File: src/rtl/psum_pkg.sv
// Shared types, default widths and the output conversion (ReLU + saturation) for the
// partial-sum reducer.
package psum_pkg;

  localparam int unsigned IN_W  = 16;
  localparam int unsigned ACC_W = 24;
  localparam int unsigned OUT_W = 16;

  typedef enum logic [0:0] {StIdle, StAccum} state_e;

  typedef struct packed {
    logic        sat;
    logic [63:0] val;
  } conv_t;

  // Works on a 64-bit sign-extended value so any ACC_W/OUT_W up to 63 bits can share it.
  // ReLU zeroing takes priority and never flags saturation.
  function automatic conv_t sat_relu(input logic signed [63:0] x,
                                     input int unsigned        out_w,
                                     input logic               relu_en);
    logic signed [63:0] hi;
    logic signed [63:0] lo;
    conv_t              r;
    hi    = (64'sd1 <<< (out_w - 1)) - 64'sd1;
    lo    = -hi - 64'sd1;
    r.sat = 1'b0;
    r.val = x;
    if (relu_en && (x < 0)) begin
      r.val = '0;
    end else if (x > hi) begin
      r.val = hi;
      r.sat = 1'b1;
    end else if (x < lo) begin
      r.val = lo;
      r.sat = 1'b1;
    end
    return r;
  endfunction

endpackage

File: src/rtl/psum_fifo.sv
// Synchronous FIFO with registered storage, wrap-around pointers and an occupancy count.
module psum_fifo #(
  parameter int unsigned Width = 17,
  parameter int unsigned Depth = 4,
  localparam int unsigned PtrW = $clog2(Depth),
  localparam int unsigned CntW = PtrW + 1
) (
  input  logic             clk_i,
  input  logic             rst_i,
  input  logic             push_i,
  input  logic [Width-1:0] wdata_i,
  input  logic             pop_i,
  output logic [Width-1:0] rdata_o,
  output logic [CntW-1:0]  count_o
);

  logic [Width-1:0] mem_q [Depth];
  logic [PtrW-1:0]  wptr_q, rptr_q;
  logic [CntW-1:0]  count_q;

  always_ff @(posedge clk_i or posedge rst_i) begin
    if (rst_i) begin
      for (int i = 0; i < Depth; i++) begin
        mem_q[i] <= '0;
      end
      wptr_q  <= '0;
      rptr_q  <= '0;
      count_q <= '0;
    end else begin
      if (push_i) begin
        mem_q[wptr_q] <= wdata_i;
        wptr_q        <= wptr_q + 1'b1;
      end
      if (pop_i) begin
        rptr_q <= rptr_q + 1'b1;
      end
      if (push_i && !pop_i) begin
        count_q <= count_q + 1'b1;
      end else if (pop_i && !push_i) begin
        count_q <= count_q - 1'b1;
      end
    end
  end

  assign rdata_o = mem_q[rptr_q];
  assign count_o = count_q;

endmodule

File: src/rtl/psum_reducer.sv
// Reduces the PE lanes each beat, accumulates over a first/last-delimited window and queues
// the converted (ReLU/saturated) result in an output FIFO.
module psum_reducer #(
  parameter int unsigned LANES = 4,
  parameter int unsigned IN_W  = psum_pkg::IN_W,
  parameter int unsigned ACC_W = psum_pkg::ACC_W,
  parameter int unsigned OUT_W = psum_pkg::OUT_W,
  parameter int unsigned DEPTH = 4
) (
  input  logic                  clk,
  input  logic                  rst,
  input  logic [LANES*IN_W-1:0] pe_out,
  input  logic                  in_valid,
  input  logic                  in_first,
  input  logic                  in_last,
  output logic                  in_ready,
  input  logic                  relu_en,
  output logic [OUT_W-1:0]      out_data,
  output logic                  out_valid,
  input  logic                  out_ready,
  output logic                  out_sat,
  output logic                  err_proto
);

  import psum_pkg::*;

  localparam int unsigned SUM_W = IN_W + $clog2(LANES);
  localparam int unsigned CNT_W = $clog2(DEPTH) + 1;

  state_e             state_q;
  logic [ACC_W-1:0]   acc_q;
  logic               err_q;

  logic [IN_W-1:0]    lane;
  logic [SUM_W-1:0]   lane_sum;
  logic [ACC_W-1:0]   lane_ext;
  logic [ACC_W-1:0]   acc_sum;
  logic [ACC_W-1:0]   push_val;
  logic               beat;
  logic               push;
  logic               pop;
  conv_t              conv;
  logic [OUT_W:0]     push_data;
  logic [OUT_W:0]     head;
  logic [CNT_W-1:0]   count;
  logic               unused_conv_hi;

  always_comb begin
    lane     = '0;
    lane_sum = '0;
    for (int i = 0; i < LANES; i++) begin
      lane     = pe_out[i*IN_W +: IN_W];
      lane_sum = lane_sum + {{(SUM_W-IN_W){lane[IN_W-1]}}, lane};
    end
    lane_ext = {{(ACC_W-SUM_W){lane_sum[SUM_W-1]}}, lane_sum};
    acc_sum  = acc_q + lane_ext;
  end

  assign beat = in_valid & in_ready;

  // A first beat always restarts from lane_sum, even one that arrives mid-window.
  always_comb begin
    push     = 1'b0;
    push_val = lane_ext;
    if (beat && in_last) begin
      if (state_q == StAccum) begin
        push     = 1'b1;
        push_val = in_first ? lane_ext : acc_sum;
      end else if (in_first) begin
        push = 1'b1;
      end
    end
    conv      = sat_relu({{(64-ACC_W){push_val[ACC_W-1]}}, push_val}, OUT_W, relu_en);
    push_data = {conv.sat, conv.val[OUT_W-1:0]};
  end

  assign unused_conv_hi = ^conv.val[63:OUT_W];

  always_ff @(posedge clk or posedge rst) begin
    if (rst) begin
      state_q <= StIdle;
      acc_q   <= '0;
      err_q   <= 1'b0;
    end else if (beat) begin
      unique case (state_q)
        StIdle: begin
          if (!in_first) begin
            err_q <= 1'b1;
          end else if (!in_last) begin
            acc_q   <= lane_ext;
            state_q <= StAccum;
          end
        end
        StAccum: begin
          if (in_first) begin
            err_q <= 1'b1;
          end
          if (in_last) begin
            state_q <= StIdle;
          end else begin
            acc_q <= in_first ? lane_ext : acc_sum;
          end
        end
        default: state_q <= StIdle;
      endcase
    end
  end

  assign out_valid = (count != '0);
  assign pop       = out_valid & out_ready;
  assign in_ready  = (count != CNT_W'(DEPTH));

  psum_fifo #(
    .Width(OUT_W + 1),
    .Depth(DEPTH)
  ) u_fifo (
    .clk_i  (clk),
    .rst_i  (rst),
    .push_i (push),
    .wdata_i(push_data),
    .pop_i  (pop),
    .rdata_o(head),
    .count_o(count)
  );

  assign out_data  = head[OUT_W-1:0];
  assign out_sat   = head[OUT_W];
  assign err_proto = err_q;

endmodule

File: config.mk
export PLATFORM = sky130hd
export DESIGN_NAME = psum_reducer
export DESIGN_NICKNAME = d
export VERILOG_FILES = /design/src/rtl/psum_pkg.sv /design/src/rtl/psum_fifo.sv /design/src/rtl/psum_reducer.sv
export SDC_FILE = /design/constraint.sdc
export NUM_CORES = 1
export LEC_CHECK = 0
export CAP_MARGIN = 10
export CORE_AREA = 4 4 156 158
export CTS_CLUSTER_DIAMETER = 200
export CTS_CLUSTER_SIZE = 14
export DETAILED_ROUTE_END_ITERATION = 8
export DIE_AREA = 0 0 160 162
export DONT_BUFFER_PORTS = 1
export HOLD_SLACK_MARGIN = 0.03
export PLACE_DENSITY = 0.53
export SLEW_MARGIN = 20
export SYNTH_ARGS = -nofsm -noshare
export SYNTH_HDL_FRONTEND = slang
export SYNTH_SLANG_ARGS = --single-unit
File: constraint.sdc
create_clock -name clk -period 8.9 [get_ports clk]
set_input_delay 0.89 -clock clk [delete_from_list [all_inputs] [get_ports clk]]
set_output_delay 0.89 -clock clk [all_outputs]
set_load 0.03 [all_outputs]
==> impl_metrics.env <==
export IMPL_max_stage_delay_ns=0.58
export IMPL_initial_antenna_violation_count=0
export IMPL_timing_worst_slew_pin_value_ns=1.08
export IMPL_finalSetupViolCount=0
export IMPL_layout_commonest_cell="sky130_fd_sc_hd__nand2_1"
export IMPL_cp_buffers_inverters=4
export IMPL_type_of_the_most_critical_hold_path="in2async"
export IMPL_rsz_0062_raised_after_global_routing="false"
export IMPL_layout_drive_gt1_share_pct=10.0
export IMPL_num_nets_final=1177
export IMPL_syn_nets=1211
export IMPL_netlist_area_mm2=0.00902
export IMPL_fmax_mhz=138
export IMPL_hpwlAfterDp_um=17100
export IMPL_finalCritPeriodShare_pct=81.6
export IMPL_cp_cell_sequence="inv_1 -> fa_1 -> inv_1 -> fa_1 -> ha_1 -> inv_1 -> fa_1 -> nand2b_1 -> a21o_1 -> a211oi_1 -> mux2i_1 -> and4_1 -> ha_1 -> a21oi_1 -> o21ai_0 -> or3_1 -> a21oi_1 -> nor3b_1 -> o31a_1 -> o21ai_2 -> buf_4 -> nand3_1 -> o211ai_1"
export IMPL_core_area_mm2=0.0231
export IMPL_postCtsSetupBuffers=0
export IMPL_finalCriticalPeriod_ns=7.27
export IMPL_cts_repair_resize_count=0
export IMPL_grt_pass1_wl_um=39000
export IMPL_chipHeight_um=162
export IMPL_track_usage_pct=18.5
export IMPL_gp_routability_congestion=0.912
export IMPL_drv_cap=0
export IMPL_drt_wirelength_per_cell_um=18.1
export IMPL_tritoncts="built"
export IMPL_route_antenna_remaining_nets=0
export IMPL_grt_ovfl_total=0
export IMPL_start_kind="input port"
export IMPL_drc_errors=0
export IMPL_clock_sink_count=101
export IMPL_placement_cell_area_mm2=0.00924
export IMPL_clock_root_buffer="sky130_fd_sc_hd__clkbuf_16"
export IMPL_insertion_delay_ns=0.36
export IMPL_status="finished clean"
export IMPL_yosysSeqAreaShare_pct=28.0
export IMPL_placementRows=56
export IMPL_floorplan_io_pins=91
export IMPL_setup_tns_final_ns=0
export IMPL_num_antenna_cells=0
export IMPL_cts_clk_slew_worst_paths_ns=0.08
export IMPL_count_of_tritonroute_iterations_in_the_first_routing_pass=5
export IMPL_cts_path_max_buffers=2
export IMPL_critical_path_arrival_ns=7.54
export IMPL_syn_instance_count=1057
export IMPL_dieArea_mm2=0.0259
export IMPL_timing_final_ws_setup_ns=1.63
export IMPL_finalHoldViolCount=0
export IMPL_asyncSetResetFlopFracSynth_pct=100
export IMPL_yosysWarnings=0
export IMPL_max_slew_margin_rel_pct=28.0
export IMPL_crit_fanout=25
export IMPL_crit_path_end_kind="register"
export IMPL_critical_path_class="in2reg"
export IMPL_synth_ff_latch_count=101
export IMPL_maxSlewViolCount=0
export IMPL_cts_hold_repair_buffers=0
export IMPL_synthDistinctLibCells=72
export IMPL_cts_buffers=9
export IMPL_drt_wl_total_um=23800
export IMPL_layout_cell_area_non_filler_mm2=0.00956
export IMPL_grt_max_degree=59
export IMPL_timing_critical_path_max_delay_family="compound AO/OA/AOI/OAI gates"
export IMPL_clock_skew_ns=0.0142
export IMPL_drt_first_iter_violations=533
export IMPL_number_of_global_route_vias_before_repair=7160
export IMPL_syn_mean_instance_area_um2=8.53
export IMPL_syn_to_layout_area_delta_pct=6.05
export IMPL_via_per_inst=5.67
export IMPL_fp_dieW_um=160
export IMPL_synth_edff_count=0
export IMPL_cts_htree_levels=3
export IMPL_layout_common_cells="sky130_fd_sc_hd__nand2_1 (160), sky130_fd_sc_hd__inv_1 (107), sky130_fd_sc_hd__dfrtp_1 (100)"
export IMPL_port_buffers=0
export IMPL_via_count=7468
export IMPL_timing_critical_path_slowest_stage_cell="sky130_fd_sc_hd__and4_1"
export IMPL_initial_core_util_pct=39.0
export IMPL_main_flop_type_after_synthesis="sky130_fd_sc_hd__dfrtp_1"
export IMPL_worst_ep_required_time_ns=9.17
export IMPL_pre_cts_ws_ns=1.27
synth_stat cells (3+ instances only):
library cell,instances,area share [%]
sky130_fd_sc_hd__or2_2,6,0.42
sky130_fd_sc_hd__a21o_1,17,1.4
sky130_fd_sc_hd__mux2_2,5,0.62
sky130_fd_sc_hd__mux4_2,17,4.2
sky130_fd_sc_hd__o21bai_1,4,0.33
sky130_fd_sc_hd__buf_1,3,0.12
sky130_fd_sc_hd__o21ai_0,50,2.8
sky130_fd_sc_hd__o211ai_2,21,2.9
sky130_fd_sc_hd__xnor2_1,22,2.1
sky130_fd_sc_hd__nand2b_1,7,0.49
sky130_fd_sc_hd__nor3_1,29,1.6
sky130_fd_sc_hd__o211ai_1,51,4.2
sky130_fd_sc_hd__nand3_1,25,1.4
sky130_fd_sc_hd__a21oi_2,3,0.29
sky130_fd_sc_hd__mux2i_1,9,1.0
sky130_fd_sc_hd__nand2_1,160,6.7
sky130_fd_sc_hd__fa_1,35,7.8
sky130_fd_sc_hd__buf_6,3,0.37
sky130_fd_sc_hd__dfrtp_1,101,28
sky130_fd_sc_hd__a21oi_1,48,2.7
sky130_fd_sc_hd__clkbuf_1,42,1.7
sky130_fd_sc_hd__a31oi_1,14,0.97
sky130_fd_sc_hd__nor4_1,4,0.28
sky130_fd_sc_hd__o41ai_1,12,1.2
sky130_fd_sc_hd__buf_4,3,0.25
sky130_fd_sc_hd__o21ai_1,6,0.33
sky130_fd_sc_hd__a31o_2,3,0.29
sky130_fd_sc_hd__nor2b_1,6,0.42
sky130_fd_sc_hd__and4_1,5,0.49
sky130_fd_sc_hd__or3_1,5,0.35
sky130_fd_sc_hd__ha_1,48,6.7
sky130_fd_sc_hd__nand4_1,8,0.56
sky130_fd_sc_hd__a211oi_1,14,1.2
sky130_fd_sc_hd__or3b_2,3,0.29
sky130_fd_sc_hd__and3_1,6,0.42
sky130_fd_sc_hd__buf_2,10,0.56
sky130_fd_sc_hd__o21a_1,10,0.83
sky130_fd_sc_hd__and2_1,8,0.56
sky130_fd_sc_hd__inv_1,108,4.5
sky130_fd_sc_hd__nor2_1,72,3.0
sky130_fd_sc_hd__xor2_1,12,1.2
sky130_fd_sc_hd__nor3b_1,3,0.25
per-stage QoR:
step | hold slack, ns | util, % | cells
3_3_place_gp | 0.462 | 40.0 | 1302
2_1_floorplan | 0.445 | - | 1057
6_report | 0.451 | 41.4 | 1318
5_1_grt | 0.499 | 41.4 | 1318
4_1_cts | 0.479 | 41.3 | 1318
3_5_place_dp | 0.465 | 40.0 | 1302
path summary, 6_finish.rpt:
| kind | startpoint | endpoint | slack, ns | cells after the start |
|---|---|---|---|---|
| max | pe_out[1] | u_fifo.mem_q[63]$_DFFE_PP0P_ | 1.63 | 23 |
| min | rst | u_fifo.mem_q[1]$_DFFE_PP0P_ | 0.45 | 1 |
| max reg2reg | acc_q[0]$_DFFE_PP0P_ | u_fifo.mem_q[33]$_DFFE_PP0P_ | 4.67 | 13 |
| min reg2reg | u_fifo.mem_q[15]$_DFFE_PP0P_ | u_fifo.mem_q[15]$_DFFE_PP0P_ | 0.48 | 2 |
| max in group asynchronous | rst | u_fifo.rptr_q[1]$_DFFE_PP0P_ | 7.18 | 2 |
| min in group clk | u_fifo.mem_q[15]$_DFFE_PP0P_ | u_fifo.mem_q[15]$_DFFE_PP0P_ | 0.48 | 2 |
worst register-to-register path, delay by kind of cell (launching register included):
family / cells / cell delay (ns)
fa+ha+maj: 2 / 0.62
flops: 1 / 0.36
buf+inv: 2 / 0.27
simple gates: 3 / 0.73
compound gates: 6 / 2.08
flip-flops by register name, summed over array words and instances (netlist names):
name / count
u_fifo.mem_q: 68
acc_q: 24
u_fifo.rptr_q: 2
err_proto: 1
state_q: 1
u_fifo.count_o: 3
u_fifo.wptr_q: 2
cell families (layout without fill, tap and decap cells):
kind of cell             after synthesis  after routing  synth area share, %
AND/OR/NAND/NOR                      356            356                 18.1
AO/OA/AOI/OAI                        283            283                 22.7
buffers and inverters                169            140                 7.55
flip-flops                           101            101                 28.0
adder cells (fa/ha/maj)               83             83                 14.4
XOR/XNOR                              34             34                 3.30
multiplexers                          31             31                 5.87
metal layers:
metal / up-vias / track usage (%) / part of all wire, %
met5: - / 0 / 0
met4: 0 / 4.15 / 1.3
met3: 20 / 2.31 / 4.2
met2: 180 / 30.9 / 48
met1: 3603 / 25.8 / 47
li1: 3665 / - / -
area by class of cell:
class	instances	area (um2)
clock buffer	9	225
clock inverter	7	92.6
fill	2352	13600
inverter	108	408
multi-input combinational	787	5820
sequential	101	2530
tap	290	363
timing repair buffer	16	120
Power is left out: the tool's default activity adds up to more than one toggle a clock period on the data nets, which glitch-free logic cannot reach.
